## src/rtl/acia_rx_pkg.sv

```systemverilog
// Shared definitions for the 6551-style ACIA receiver: word-length and parity codes,
// receive FSM states and small decode/parity helpers.
package acia_rx_pkg;

    localparam logic [1:0] WL_8 = 2'b00;
    localparam logic [1:0] WL_7 = 2'b01;
    localparam logic [1:0] WL_6 = 2'b10;
    localparam logic [1:0] WL_5 = 2'b11;

    localparam logic [1:0] PMC_ODD   = 2'b00;
    localparam logic [1:0] PMC_EVEN  = 2'b01;
    localparam logic [1:0] PMC_MARK  = 2'b10;
    localparam logic [1:0] PMC_SPACE = 2'b11;

    typedef enum logic [2:0] {
        ST_IDLE     = 3'd0,
        ST_START    = 3'd1,
        ST_DATA     = 3'd2,
        ST_PARITY   = 3'd3,
        ST_STOP     = 3'd4,
        ST_BRK_WAIT = 3'd5
    } rx_state_e;

    function automatic logic [3:0] wl_bits(input logic [1:0] wl);
        case (wl)
            WL_8:    return 4'd8;
            WL_7:    return 4'd7;
            WL_6:    return 4'd6;
            WL_5:    return 4'd5;
            default: return 4'd8;
        endcase
    endfunction

    // Unused upper data bits are zero, so XOR over all eight bits equals XOR over WL bits.
    function automatic logic parity_expected(input logic [7:0] data, input logic [1:0] pmc);
        case (pmc)
            PMC_ODD:   return ~(^data);
            PMC_EVEN:  return ^data;
            PMC_MARK:  return 1'b1;
            PMC_SPACE: return 1'b0;
            default:   return 1'b0;
        endcase
    endfunction

endpackage

```

## src/rtl/acia_rx_if.sv

```systemverilog
// Receiver-side signal bundle between the baud generator / register file and acia_rx.
interface acia_rx_if;
    logic       RX16_TICK;
    logic       RXD;
    logic [1:0] R_WL;
    logic       R_PME;
    logic [1:0] R_PMC;
    logic       RD_STB;
    logic [7:0] RX_DATA;
    logic       RDRF;
    logic       PE;
    logic       FE;
    logic       OVR;
    logic       RX_ACTIVE;

    modport master (
        output RX16_TICK, RXD, R_WL, R_PME, R_PMC, RD_STB,
        input  RX_DATA, RDRF, PE, FE, OVR, RX_ACTIVE
    );

    modport slave (
        input  RX16_TICK, RXD, R_WL, R_PME, R_PMC, RD_STB,
        output RX_DATA, RDRF, PE, FE, OVR, RX_ACTIVE
    );
endinterface

```

## src/rtl/acia_rx_sync.sv

```systemverilog
// Two-flop synchronizer for asynchronous idle-high serial/modem inputs; presets to 1.
module acia_rx_sync (
    input  logic clk_i,
    input  logic rst_n_i,
    input  logic d_i,
    output logic q_o
);
    logic [1:0] sync_q;

    // Metastability chain; reset to the idle (high) level so no false start is seen.
    always_ff @(posedge clk_i or negedge rst_n_i) begin
        if (!rst_n_i) begin
            sync_q <= 2'b11;
        end else begin
            sync_q <= {sync_q[0], d_i};
        end
    end

    assign q_o = sync_q[1];
endmodule

```

## src/rtl/acia_rx.sv

```systemverilog
// 6551-compatible receiver: 16x oversampled start/data/parity/stop deserialiser with
// receive data register, RDRF and parity/framing/overrun flags.
module acia_rx #(
    parameter logic [3:0] SAMPLE_MID = 4'd7
) (
    input  logic     XTLI,
    input  logic     RESET,
    acia_rx_if.slave bus
);
    import acia_rx_pkg::*;

    logic       rxd_s;
    rx_state_e  state_q, state_d;
    logic [3:0] cnt_q, cnt_d;
    logic [3:0] bit_q, bit_d;
    logic [7:0] shreg_q, shreg_d;
    logic [1:0] wl_q, wl_d;
    logic       pme_q, pme_d;
    logic [1:0] pmc_q, pmc_d;
    logic       pe_nx_q, pe_nx_d;
    logic       ld_q, ld_d;
    logic       ld_fe_q, ld_fe_d;
    logic       active_q, active_d;
    logic [7:0] data_q, data_d;
    logic       rdrf_q, rdrf_d;
    logic       pe_q, pe_d;
    logic       fe_q, fe_d;
    logic       ovr_q, ovr_d;

    acia_rx_sync u_sync (
        .clk_i   (XTLI),
        .rst_n_i (RESET),
        .d_i     (bus.RXD),
        .q_o     (rxd_s)
    );

    // Frame FSM: advances only on 16x ticks; frame settings are latched at start validation.
    always_comb begin
        state_d  = state_q;
        cnt_d    = cnt_q;
        bit_d    = bit_q;
        shreg_d  = shreg_q;
        wl_d     = wl_q;
        pme_d    = pme_q;
        pmc_d    = pmc_q;
        pe_nx_d  = pe_nx_q;
        ld_d     = 1'b0;
        ld_fe_d  = ld_fe_q;
        if (bus.RX16_TICK) begin
            case (state_q)
                ST_IDLE: begin
                    if (!rxd_s) begin
                        state_d = ST_START;
                        cnt_d   = 4'd0;
                    end else begin
                        state_d = ST_IDLE;
                    end
                end
                ST_START: begin
                    if (cnt_q == SAMPLE_MID) begin
                        if (rxd_s) begin
                            state_d = ST_IDLE;
                        end else begin
                            state_d = ST_DATA;
                            cnt_d   = 4'd0;
                            bit_d   = 4'd0;
                            shreg_d = 8'h00;
                            pe_nx_d = 1'b0;
                            wl_d    = bus.R_WL;
                            pme_d   = bus.R_PME;
                            pmc_d   = bus.R_PMC;
                        end
                    end else begin
                        cnt_d = cnt_q + 4'd1;
                    end
                end
                ST_DATA: begin
                    cnt_d = cnt_q + 4'd1;
                    if (cnt_q == 4'd15) begin
                        shreg_d[bit_q[2:0]] = rxd_s;
                        bit_d = bit_q + 4'd1;
                        if ((bit_q + 4'd1) == wl_bits(wl_q)) begin
                            state_d = pme_q ? ST_PARITY : ST_STOP;
                        end else begin
                            state_d = ST_DATA;
                        end
                    end else begin
                        state_d = ST_DATA;
                    end
                end
                ST_PARITY: begin
                    cnt_d = cnt_q + 4'd1;
                    if (cnt_q == 4'd15) begin
                        pe_nx_d = (rxd_s != parity_expected(shreg_q, pmc_q));
                        state_d = ST_STOP;
                    end else begin
                        state_d = ST_PARITY;
                    end
                end
                ST_STOP: begin
                    cnt_d = cnt_q + 4'd1;
                    if (cnt_q == 4'd15) begin
                        ld_d    = 1'b1;
                        ld_fe_d = ~rxd_s;
                        state_d = rxd_s ? ST_IDLE : ST_BRK_WAIT;
                    end else begin
                        state_d = ST_STOP;
                    end
                end
                ST_BRK_WAIT: begin
                    if (rxd_s) begin
                        state_d = ST_IDLE;
                    end else begin
                        state_d = ST_BRK_WAIT;
                    end
                end
                default: begin
                    state_d = ST_IDLE;
                end
            endcase
        end else begin
            state_d = state_q;
        end
        active_d = (state_d == ST_START) || (state_d == ST_DATA) ||
                   (state_d == ST_PARITY) || (state_d == ST_STOP);
    end

    // Receive data register: a CPU read is applied before a same-cycle load, so it never overruns.
    always_comb begin
        data_d = data_q;
        pe_d   = pe_q;
        fe_d   = fe_q;
        rdrf_d = rdrf_q;
        ovr_d  = ovr_q;
        if (bus.RD_STB) begin
            rdrf_d = 1'b0;
            ovr_d  = 1'b0;
        end else begin
            rdrf_d = rdrf_q;
        end
        if (ld_q) begin
            if (rdrf_d) begin
                ovr_d = 1'b1;
            end else begin
                data_d = shreg_q;
                pe_d   = pe_nx_q;
                fe_d   = ld_fe_q;
                rdrf_d = 1'b1;
            end
        end else begin
            data_d = data_q;
        end
    end

    // State and register update.
    always_ff @(posedge XTLI or negedge RESET) begin
        if (!RESET) begin
            state_q  <= ST_IDLE;
            cnt_q    <= 4'd0;
            bit_q    <= 4'd0;
            shreg_q  <= 8'h00;
            wl_q     <= 2'b00;
            pme_q    <= 1'b0;
            pmc_q    <= 2'b00;
            pe_nx_q  <= 1'b0;
            ld_q     <= 1'b0;
            ld_fe_q  <= 1'b0;
            active_q <= 1'b0;
            data_q   <= 8'h00;
            rdrf_q   <= 1'b0;
            pe_q     <= 1'b0;
            fe_q     <= 1'b0;
            ovr_q    <= 1'b0;
        end else begin
            state_q  <= state_d;
            cnt_q    <= cnt_d;
            bit_q    <= bit_d;
            shreg_q  <= shreg_d;
            wl_q     <= wl_d;
            pme_q    <= pme_d;
            pmc_q    <= pmc_d;
            pe_nx_q  <= pe_nx_d;
            ld_q     <= ld_d;
            ld_fe_q  <= ld_fe_d;
            active_q <= active_d;
            data_q   <= data_d;
            rdrf_q   <= rdrf_d;
            pe_q     <= pe_d;
            fe_q     <= fe_d;
            ovr_q    <= ovr_d;
        end
    end

    assign bus.RX_DATA   = data_q;
    assign bus.RDRF      = rdrf_q;
    assign bus.PE        = pe_q;
    assign bus.FE        = fe_q;
    assign bus.OVR       = ovr_q;
    assign bus.RX_ACTIVE = active_q;
endmodule

```

## src/flat_wrapper.sv

```systemverilog
// flat-port wrapper written by rule: the top's interface ports become plain ports
module acia_rx_flat import acia_rx_pkg::*;
#(
    parameter logic [3:0] SAMPLE_MID = 4'd7
)
  (XTLI, RESET, bus_RX16_TICK, bus_RXD, bus_R_WL, bus_R_PME, bus_R_PMC, bus_RD_STB, bus_RX_DATA, bus_RDRF, bus_PE, bus_FE, bus_OVR, bus_RX_ACTIVE);
  acia_rx_if bus_i ();
  input  logic XTLI;
  input  logic RESET;
  input wire logic [$bits(bus_i.RX16_TICK)-1:0] bus_RX16_TICK;
  input wire logic [$bits(bus_i.RXD)-1:0] bus_RXD;
  input wire logic [$bits(bus_i.R_WL)-1:0] bus_R_WL;
  input wire logic [$bits(bus_i.R_PME)-1:0] bus_R_PME;
  input wire logic [$bits(bus_i.R_PMC)-1:0] bus_R_PMC;
  input wire logic [$bits(bus_i.RD_STB)-1:0] bus_RD_STB;
  output wire logic [$bits(bus_i.RX_DATA)-1:0] bus_RX_DATA;
  output wire logic [$bits(bus_i.RDRF)-1:0] bus_RDRF;
  output wire logic [$bits(bus_i.PE)-1:0] bus_PE;
  output wire logic [$bits(bus_i.FE)-1:0] bus_FE;
  output wire logic [$bits(bus_i.OVR)-1:0] bus_OVR;
  output wire logic [$bits(bus_i.RX_ACTIVE)-1:0] bus_RX_ACTIVE;
  assign bus_i.RX16_TICK = bus_RX16_TICK;
  assign bus_i.RXD = bus_RXD;
  assign bus_i.R_WL = bus_R_WL;
  assign bus_i.R_PME = bus_R_PME;
  assign bus_i.R_PMC = bus_R_PMC;
  assign bus_i.RD_STB = bus_RD_STB;
  assign bus_RX_DATA = bus_i.RX_DATA;
  assign bus_RDRF = bus_i.RDRF;
  assign bus_PE = bus_i.PE;
  assign bus_FE = bus_i.FE;
  assign bus_OVR = bus_i.OVR;
  assign bus_RX_ACTIVE = bus_i.RX_ACTIVE;
  acia_rx #(.SAMPLE_MID(SAMPLE_MID)) u_core (.XTLI(XTLI), .RESET(RESET), .bus(bus_i));
endmodule
```

## config.mk

```make
export PLATFORM = sky130hd
export DESIGN_NAME = acia_rx_flat
export DESIGN_NICKNAME = d
export VERILOG_FILES = /design/src/rtl/acia_rx_pkg.sv /design/src/rtl/acia_rx_if.sv /design/src/rtl/acia_rx_sync.sv /design/src/rtl/acia_rx.sv /design/src/flat_wrapper.sv
export SDC_FILE = /design/constraint.sdc
export NUM_CORES = 1
export LEC_CHECK = 0
export CAP_MARGIN = 20
export CORE_ASPECT_RATIO = 0.8
export CORE_MARGIN = 4
export CORE_UTILIZATION = 47
export DETAILED_ROUTE_END_ITERATION = 16
export PLACE_DENSITY = 0.71
export SLEW_MARGIN = 20
export SYNTH_ARGS = -nofsm -noshare
export SYNTH_HDL_FRONTEND = slang
export SYNTH_SLANG_ARGS = --single-unit
```

## constraint.sdc

```tcl
create_clock -name XTLI -period 2.15 [get_ports XTLI]
set_clock_uncertainty 0.1 [all_clocks]
set_input_delay 0.43 -clock XTLI [delete_from_list [all_inputs] [get_ports XTLI]]
set_output_delay 0.43 -clock XTLI [all_outputs]
set_load 0.01 [all_outputs]
```

==> run metrics <==
final instance area=2689 sq um; ant diodes=0; FFs w/ async S/R, synth=1.000; post-route antenna net violation count=0; grt ovf=0; DRT Wirelength=4.454 mm; largest net degree at the start of global routing=43; Residual DRC=0; Critical Path AT=2.33 ns; die area=5789 sq um; Max Fclk=455.0 MHz; Hold-fix buffers, CTS=0; Slew @ Worst Pin=0.5495 ns; Area after DPL=2527 sq um; CORE AREA=4335 sq um; fraction of layout cells with a size suffix above 1=0.2167; maxcap violations=0; fin. max-slew vios=0; Synth cell types=44; most frequent cells in the layout=dfrtp_1, o21ai_0, nand2_1, clkdlybuf4s50_1, buf_4; final setup fails=1; Final Util=0.6202; synthesis-to-finish area growth=23.58%; vias in the first global route=1,556; Die Ht=68.86 um; GRT Util Overall=0.1685; drt initial violations=156; H-tree levels=2; leakage=0.001227 uW; CTS Buf Count=5; Net Count, Synth=238; failing checks=negative setup slack; vias per cell=5.338; Worst EP required=2.28 ns; Synth Flop Type=dfrtp_1; crit path kind=reg2reg; Synth Warn #=0; worst setup margin=-0.04785 ns; clk buf depth=2; Root Buffer=clkbuf_8; hpwl dp=3.156 mm; Cell Area, Synth=2176 sq um; slew margin rel.=0.6303; antenna violations before repair=0; Vias=1,708; Multi-input gate area=1055 sq um; min-delay worst type=in2async; first-pass GRT wire length=7.376 mm; mean post-synth cell area=9.670 sq um; DR pass1 iterations=4; Hold Violations, Final=0; Period minus WS final=2.198 ns; Seq cells post-synth=42; status=complete, but fails checks; Worst Setup End Kind=register; Max FO, Critical Path=5; port bufs=22; Startpoint Class=register; WL per Instance=13.92 um; register area share after synthesis=0.4842; nets=275; number of synthesized flops with an enable pin=0; Post-Syn Instances=225; CTS tree=built; Starting Density=0.5019; I/O pins=23; RSZ-0062 raised after global routing=true; Power Density=762.7 nW/um^2; RD Place Congestion=0.8392; Clock transition at path regs=0.09 ns; most common cell after layout, fill and taps aside=dfrtp_1; row cnt=21; Skew-Pair Late Insertion Delay=0.31 ns; CTS sink cnt=42; FF/Latch Area=1055 sq um; chip width=84.07 um; Final Cycle Share=1.022; filler cell count in the final layout=357; Max VDD drop=0.0003900 V
## Yosys cell counts (3+ instances only)
cell | n | area share
a21oi_1 | 5 | 0.011
a31oi_1 | 7 | 0.020
clkbuf_1 | 9 | 0.016
dfrtp_1 | 40 | 0.46
ha_1 | 3 | 0.017
inv_1 | 11 | 0.019
mux2_2 | 12 | 0.062
nand2_1 | 22 | 0.038
nand2b_1 | 5 | 0.014
nand3_1 | 7 | 0.016
nor2_1 | 14 | 0.024
nor3_1 | 8 | 0.018
o21ai_0 | 32 | 0.074
o31ai_1 | 3 | 0.010
xnor2_1 | 8 | 0.032
xor2_1 | 4 | 0.016
## cells by family after synthesis
logic type               Yosys count  synth area share
AND/OR/NAND/NOR                   70            0.1570
AO/OA/AOI/OAI                     59            0.1673
multiplexers                      15           0.08166
adder cells (fa/ha/maj)            3           0.01725
buffers and inverters             24           0.04427
XOR/XNOR                          12           0.04830
flip-flops                        42            0.4842
## power breakdown
part / internal, uW / switching [uW] / leakage (uW)
Sequential: 878 / 117 / 0.000550
Combinational: 254 / 271 / 0.000632
Clock: 234 / 296 / 0.0000447
Total: 1370 / 684 / 0.00123
## layout make-up
cell class,count,share of cell area
Inverter,11,0.01536
Sequential cell,42,0.3923
Clock inverter,3,0.009307
Tap cell,57,0.02652
Clock buffer,5,0.02559
Multi-Input combinational cell,159,0.3923
Timing Repair Buffer,43,0.1387
## worst max-delay path, stage by stage (launching register included)
cell and delay [ns]:
dfrtp_1 0.36, inv_2 0.06, ha_4 0.16, or2_1 0.22, mux4_2 0.51, a211oi_4 0.24
o221ai_2 0.14, a211oi_2 0.19, xnor2_1 0.14
## final timing paths
kind | startpoint | to | slack, ns | depth (start not counted)
max in group asynchronous | RESET | u_core.state_q[1] | 1.48 | 2
min in group XTLI | u_core.u_sync.sync_q[0] | u_core.u_sync.sync_q[1] | 0.26 | 0
setup reg to reg | u_core.wl_q[0] | u_core.bus.RX_ACTIVE | -0.05 | 8
hold / removal | RESET | u_core.bus.RX_DATA[1] | 0.08 | 2
setup / recovery | u_core.wl_q[0] | u_core.bus.RX_ACTIVE | -0.05 | 8
hold reg to reg | u_core.u_sync.sync_q[0] | u_core.u_sync.sync_q[1] | 0.26 | 0
## state kept, by name, indices dropped and copies added (netlist names)
register / count
u_core.bus.RX_DATA: 8
u_core.shreg_q: 8
u_core.bit_q: 4
u_core.cnt_q: 4
u_core.state_q: 3
u_core.pmc_q: 2
u_core.u_sync.sync_q: 2
u_core.wl_q: 2
u_core.bus.FE: 1
u_core.bus.OVR: 1
u_core.bus.PE: 1
u_core.bus.RDRF: 1
u_core.bus.RX_ACTIVE: 1
u_core.ld_fe_q: 1
u_core.ld_q: 1
u_core.pe_nx_q: 1
u_core.pme_q: 1
## through the flow
stage	worst slack (ns)	power, uW	hold slack (ns)	std cells	TNS, ns
3_5_place_dp	-0.1092	1508	0.2526	307	-0.1092
3_3_place_gp	-0.04228	1502	0.2461	307	-0.04228
2_1_floorplan	0.004859	1348	0.03441	225	0
5_1_grt	-0.1695	2194	0.1200	320	-0.1695
4_1_cts	-0.1207	2048	0.09474	319	-0.1207
6_report	-0.04785	2051	0.08219	320	-0.04785
## repair_timing
item / in CTS / in global routing
buffers inserted: 4 / 2
resized for setup: 4 / 5
setup endpoints to repair: 1 / 15
pin swaps: 6 / 3
## per-layer routing
| layer | GRT usage | vias up | wire, um |
|---|---|---|---|
| met4 | 0.05422 | 0 | 58 |
| met3 | 0.05701 | 7 | 259 |
| met5 | 0 | - | 0 |
| met2 | 0.2638 | 34 | 1900 |
| met1 | 0.2230 | 803 | 2234 |
| li1 | - | 864 | - |
(Power assumes the default switching activity.)
==> RTL change 1, RTL diff (same settings) <==
Take the reset off `data_q` and load it in a clocked block of its own.
--- a/src/rtl/acia_rx.sv
+++ b/src/rtl/acia_rx.sv
@@ -167,5 +167,4 @@
             ld_fe_q  <= 1'b0;
             active_q <= 1'b0;
-            data_q   <= 8'h00;
             rdrf_q   <= 1'b0;
             pe_q     <= 1'b0;
@@ -184,5 +183,4 @@
             ld_fe_q  <= ld_fe_d;
             active_q <= active_d;
-            data_q   <= data_d;
             rdrf_q   <= rdrf_d;
             pe_q     <= pe_d;
@@ -190,4 +188,8 @@
             ovr_q    <= ovr_d;
         end
+    end
+
+    always_ff @(posedge XTLI) begin
+        data_q <= data_d;
     end
 
Behaviour: no difference found for any inputs over 10 cycles, from zero or initial values and one cycle with RESET low; that may be too few to reach the edited logic, so the function may still have changed.
==> RTL change 1 against the original RTL <==
  * Critical path depth is the same
  * Sequential cell count unchanged
  * Cell area grew 1.0%
  * Wire length stayed put
  * Die area down 2.2%
  * Combinational power rose by 21%
  * Power is 3.7% higher
  * Via count decreased by 1.3%
  * Hold slack better by 0.17 ns
  * Setup slack better by 0.11 ns
  * Clock power decreased by 4.9%
  * Synthesized area shrank 2.5%
  * Count of clock-buffer cells in the layout unchanged
  * Critical endpoint unchanged
==> RTL change 1: results (changes against the original RTL) <==
[cells_and_area]
clkCellAreaFrac_pct=3.32  ; was 3.49%
nets=264  ; was 275
synthToLayoutAreaGrowth_pct=28.0  ; was 23.6%
multi_input_gates=152  ; was 159
fillers=356  ; was 357
n_all_buffers=44  ; was 43
seq_area_mm2=0.00110  ; was 0.00105 mm²
flops_and_latches=42  ; unchanged
multi_input_area_share_pct=38.7  ; was 39.2%
n_all_inverters=6  ; was 11
drive_gt1_share_pct=22.2  ; was 21.7%
bufAreaShareNonClock_pct=14.2  ; was 13.9%

[drt]
met3_length_um=237  ; was 259 µm
wl_met1_um=2140  ; was 2230 µm
wl_met2_um=2010  ; was 1900 µm
wl_per_cell_um=14.4  ; was 13.9 µm
drtIter0Drc=105  ; was 156
drt-total-wl_um=4450  ; unchanged

[clocking]
post-cts-setup-buffers=0  ; was 4
cts_resized=1  ; was 4
cts_max_path_buffers=2  ; unchanged

[synthesis]
synth.mux.area_fraction_pct=4.72  ; was 8.17%
synth_xor_area_share_pct=5.37  ; was 4.83%
synth_nets=222  ; was 238
syn_avg_cell_area_um2=10.2  ; was 9.67 µm²
ys_async_sr_fraction_pct=81.0  ; was 100%
yosys.area_share.adder_pct=1.77  ; was 1.73%
synth.area.top_cells=dfrtp_1 38%, edfxtp_1 11%, o21ai_0 5.7%  ; was dfrtp_1 46%, o21ai_0 7.4%, mux2_2 6.2%
synth_edf_count=8  ; was 0
synth_common_cells=32 x dfrtp_1, 24 x o21ai_0, 18 x nand2_1, 17 x nor2_1, 12 x a21oi_1  ; was 40 x dfrtp_1, 32 x o21ai_0, 22 x nand2_1, 14 x nor2_1, 12 x mux2_2

[power_and_ir_drop]
p_clk_w=0.000504  ; was 0.000530 W
leakage_nw=1.15  ; was 1.23 nW
peakVddDrop_mv=0.386  ; was 0.390 mV
switchingPower_w=0.000692  ; was 0.000684 W
p_seq_share_pct=46.3  ; was 48.5%

[global_routing]
grt_max_degree=35  ; was 43
first_global_vias=1541  ; was 1556
use_met3_pct=5.05  ; was 5.70%
grt_pass1_wl_um=7040  ; was 7380 µm
gr-usage-met2_pct=26.1  ; was 26.4%
track_usage_pct=16.3  ; was 16.9%
grt_util_met1_pct=20.7  ; was 22.3%

[placement]
placed_cells=299  ; was 307
dpl_cell_area_mm2=0.00253  ; about the same
hpwlAfterDp_um=3030  ; was 3160 µm
place_ws_ns=0.0194  ; was -0.109 ns

[setup_path]
cp_slowest_cell=or4_4  ; was mux4_2
crit_path_max_fanout=4  ; was 5
arrival_ns=2.21  ; was 2.33 ns

[timing]
max_slew_margin_pct=72.1  ; was 63.0%
hold_ws_ns=0.257  ; was 0.0822 ns

[worst_hold_path]
hp-class=reg -> reg  ; was in -> async

[outcome]
status=complete, no violations  ; was complete, but fails checks

RTL change 1: cell count changes after synthesis, moves of 4 or more:
cell / change
a22o_1: +6
dfrtp_1: -8
o21ai_0: -8
nand2_1: -4
mux2_2: -4
inv_1: -5
a21oi_1: +7
a31oi_1: -6
edfxtp_1: +8
nor3_1: -5
RTL change 1: kinds of logic (layout without fill, tap and decap cells):
kind of cell,Yosys count,after routing
AOI/OAI and AO/OA,56,56
and+or+nand+nor,71,71
muxes,9,9
buffers and inverters,15,58
xor gates and xnor gates,13,13
adders and majority gates,3,3
DFF,42,42
RTL change 1: critical path: cells and delay by family (launching register included):
family                   cells  cell delay (ns)
adder cells (fa/ha/maj)      1             0.16
XOR/XNOR                     1             0.11
AO/OA/AOI/OAI                1             0.17
buffers and inverters        1             0.07
AND/OR/NAND/NOR              4             1.05
flip-flops                   1             0.35
==> RTL change 2, RTL diff (config.mk and constraints unchanged) <==
Without the edit above. `SAMPLE_MID` is set to 4'd7 in 2 places; all go to 4'd3.
--- a/src/rtl/acia_rx.sv
+++ b/src/rtl/acia_rx.sv
@@ -2,5 +2,5 @@
 // receive data register, RDRF and parity/framing/overrun flags.
 module acia_rx #(
-    parameter logic [3:0] SAMPLE_MID = 4'd7
+    parameter logic [3:0] SAMPLE_MID = 4'd3
 ) (
     input  logic     XTLI,
--- a/src/flat_wrapper.sv
+++ b/src/flat_wrapper.sv
@@ -2,5 +2,5 @@
 module acia_rx_flat import acia_rx_pkg::*;
 #(
-    parameter logic [3:0] SAMPLE_MID = 4'd7
+    parameter logic [3:0] SAMPLE_MID = 4'd3
 )
   (XTLI, RESET, bus_RX16_TICK, bus_RXD, bus_R_WL, bus_R_PME, bus_R_PMC, bus_RD_STB, bus_RX_DATA, bus_RDRF, bus_PE, bus_FE, bus_OVR, bus_RX_ACTIVE);
Function: changed (a bounded check fails within 10 cycles, from zero or initial values and one cycle with RESET low).
==> RTL change 2 against the original RTL <==
  * Die area is 1.2% lower
  * Critical path depth down 3
  * Synthesized area decreased by 1.3%
  * Power is 5.8% higher
  * Largest power group unchanged
  * Sequential cell count stayed put
  * Wire length down 5.0%
  * Setup slack gained 0.11 ns
  * Cell area shrank 0.93%
==> RTL change 2: results (changes against the original RTL) <==
[clocking]
cts_root_buf=clkbuf_8  ; unchanged
clock_latency_ns=0.29  ; was 0.31 ns
cts_made_buffers=5  ; unchanged
post-cts-setup-buffers=0  ; was 4
htreeDepth=2  ; unchanged
cts_max_path_buffers=2  ; unchanged
clkTransAtPathRegs_ns=0.08

[power_and_ir_drop]
leakage_nw=1.20  ; was 1.23 nW
peakVddDrop_mv=0.510  ; was 0.390 mV
switchingPower_w=0.000679  ; was 0.000684 W

[cells_and_area]
diodes=0  ; unchanged
drive_gt1_share_pct=21.9  ; was 21.7%
nets=259  ; was 275

[synthesis]
synth_seq_area_share_pct=49.1  ; was 48.4%
yosys.area_share.adder_pct=1.75  ; was 1.73%
synth_warnings=0  ; unchanged
synth.area.top_cells=dfrtp_1 47%, mux2_2 8.9%, o21ai_0 4.9%  ; was dfrtp_1 46%, o21ai_0 7.4%, mux2_2 6.2%
synthDistinctLibCells=43  ; was 44
synth_top_family_by_area=compound AO/OA/AOI/OAI gates  ; unchanged
synth.mux.area_fraction_pct=9.38  ; was 8.17%
synth_top_area_share_pct=46.6  ; was 46.0%
synth_compound_area_share_pct=18.6  ; was 16.7%
synth_common_cells=40 x dfrtp_1, 21 x o21ai_0, 17 x mux2_2, 14 x nand2_1, 11 x nor2_1  ; was 40 x dfrtp_1, 32 x o21ai_0, 22 x nand2_1, 14 x nor2_1, 12 x mux2_2
synth_nets=220  ; was 238
ys_async_sr_fraction_pct=100  ; unchanged
synth_xor_area_share_pct=4.08  ; was 4.83%

[setup_path]
arrival_ns=2.21  ; was 2.33 ns
slowest_delay_ns=0.51  ; about the same
rr_startpoint=u_core.bit_q[1]  ; was u_core.wl_q[0]
critPathKind=reg -> reg  ; unchanged
cp_slowest_cell=or4_1  ; was mux4_2
r2r_setup_slack_ns=0.06  ; was -0.05 ns
cpLargestDelayFamily=simple AND/OR/NAND/NOR gates  ; was compound AO/OA/AOI/OAI gates
crit_path_max_fanout=3  ; was 5

[run]
drv_cap=0  ; unchanged

[global_routing]
grt_pass1_wl_um=7430  ; was 7380 µm
grt_max_degree=43  ; unchanged
first_global_vias=1536  ; was 1556
antenna_found_initial=0  ; unchanged
track_usage_pct=16.5  ; was 16.9%

[worst_hold_path]
hp-class=in -> async  ; unchanged

[drt]
vias=1675  ; was 1708
ant_nets=0  ; unchanged
firstDrtPassIters=4  ; unchanged
drtIter0Drc=127  ; was 156
drt-total-wl_um=4230  ; was 4450 µm

[placement]
io_buffers=22  ; unchanged
gp_congestion=0.832  ; was 0.839
dpl_cell_area_mm2=0.00256  ; was 0.00253 mm²
hpwlAfterDp_um=3030  ; was 3160 µm

[timing]
hold_ws_ns=0.0957  ; was 0.0822 ns
max_slew_margin_pct=65.7  ; was 63.0%

[outcome]
status=complete, no violations  ; was complete, but fails checks

-- RTL change 2: cell types whose count changed after synthesis, moves of 3 or more --
cell / change
a21oi_1: +3
a22o_1: +3
and3_1: +3
inv_1: -3
mux2_2: +5
nand2_1: -8
nor2_1: -3
nor2b_1: +3
nor3_1: -7
nor3b_1: +3
o211ai_1: +3
o21ai_0: -11
o41ai_1: +5
-- RTL change 2: final timing paths --
path                                           endpoint  depth (start not counted)
worst max-delay path                  u_core.state_q[2]                          5
worst min-delay path                      u_core.bus.FE                          2
worst max register to register        u_core.state_q[2]                          5
worst min register to register  u_core.u_sync.sync_q[1]                          0
max in group asynchronous       u_core.u_sync.sync_q[1]                          2
min in group XTLI               u_core.u_sync.sync_q[1]                          0
-- RTL change 2: timing repair --
item | 4_1_cts | 5_1_grt
hold endpoints to repair | 0 | 0
resized for setup | 0 | 3
endpoints found under the setup margin | 0 | 8
-- RTL change 2: stage by stage --
step	power (W)	setup slack, ns	std cells
floorplan	0.00142	0.00113	207
global placement	0.00164	0.0589	296
detailed placement	0.00166	0.0367	296
CTS	0.00219	0.0106	304
global route	0.00233	0.00918	304
finish	0.00217	0.0644	304
-- RTL change 2: cells by family after synthesis --
kind of cell	Yosys count
adders and majority gates	3
muxes	18
and+or+nand+nor	56
DFF	42
buffers and inverters	17
AOI/OAI and AO/OA	61
xor gates and xnor gates	10
-- RTL change 2: layer usage --
metal / global-route usage, % / vias up / routed length, µm
met5: 0 / - / 0
met4: 5.62 / 0 / 46
met3: 4.33 / 5 / 253
met2: 22.6 / 42 / 1720
met1: 24.8 / 789 / 2220
li1: - / 839 / -
-- RTL change 2: cell type report --
| type | count | area, µm² |
|---|---|---|
| Timing Repair Buffer | 41 | 374 |
| Tap cell | 57 | 71.3 |
| Multi-Input combinational cell | 148 | 1040 |
| Fill cell | 340 | 1620 |
| Inverter | 8 | 30.0 |
| Clock inverter | 2 | 12.5 |
| Sequential cell | 42 | 1050 |
| Clock buffer | 6 | 82.6 |
-- RTL change 2: power by group through the flow --
stage / logic [W] / registers, W / clock network, W
finish: 0.000666 / 0.000981 / 0.000522
global placement: 0.000654 / 0.000991 / 0
floorplan: 0.000449 / 0.000968 / 0
global route: 0.000754 / 0.00100 / 0.000577
CTS: 0.000665 / 0.000978 / 0.000544
detailed placement: 0.000663 / 0.000992 / 0
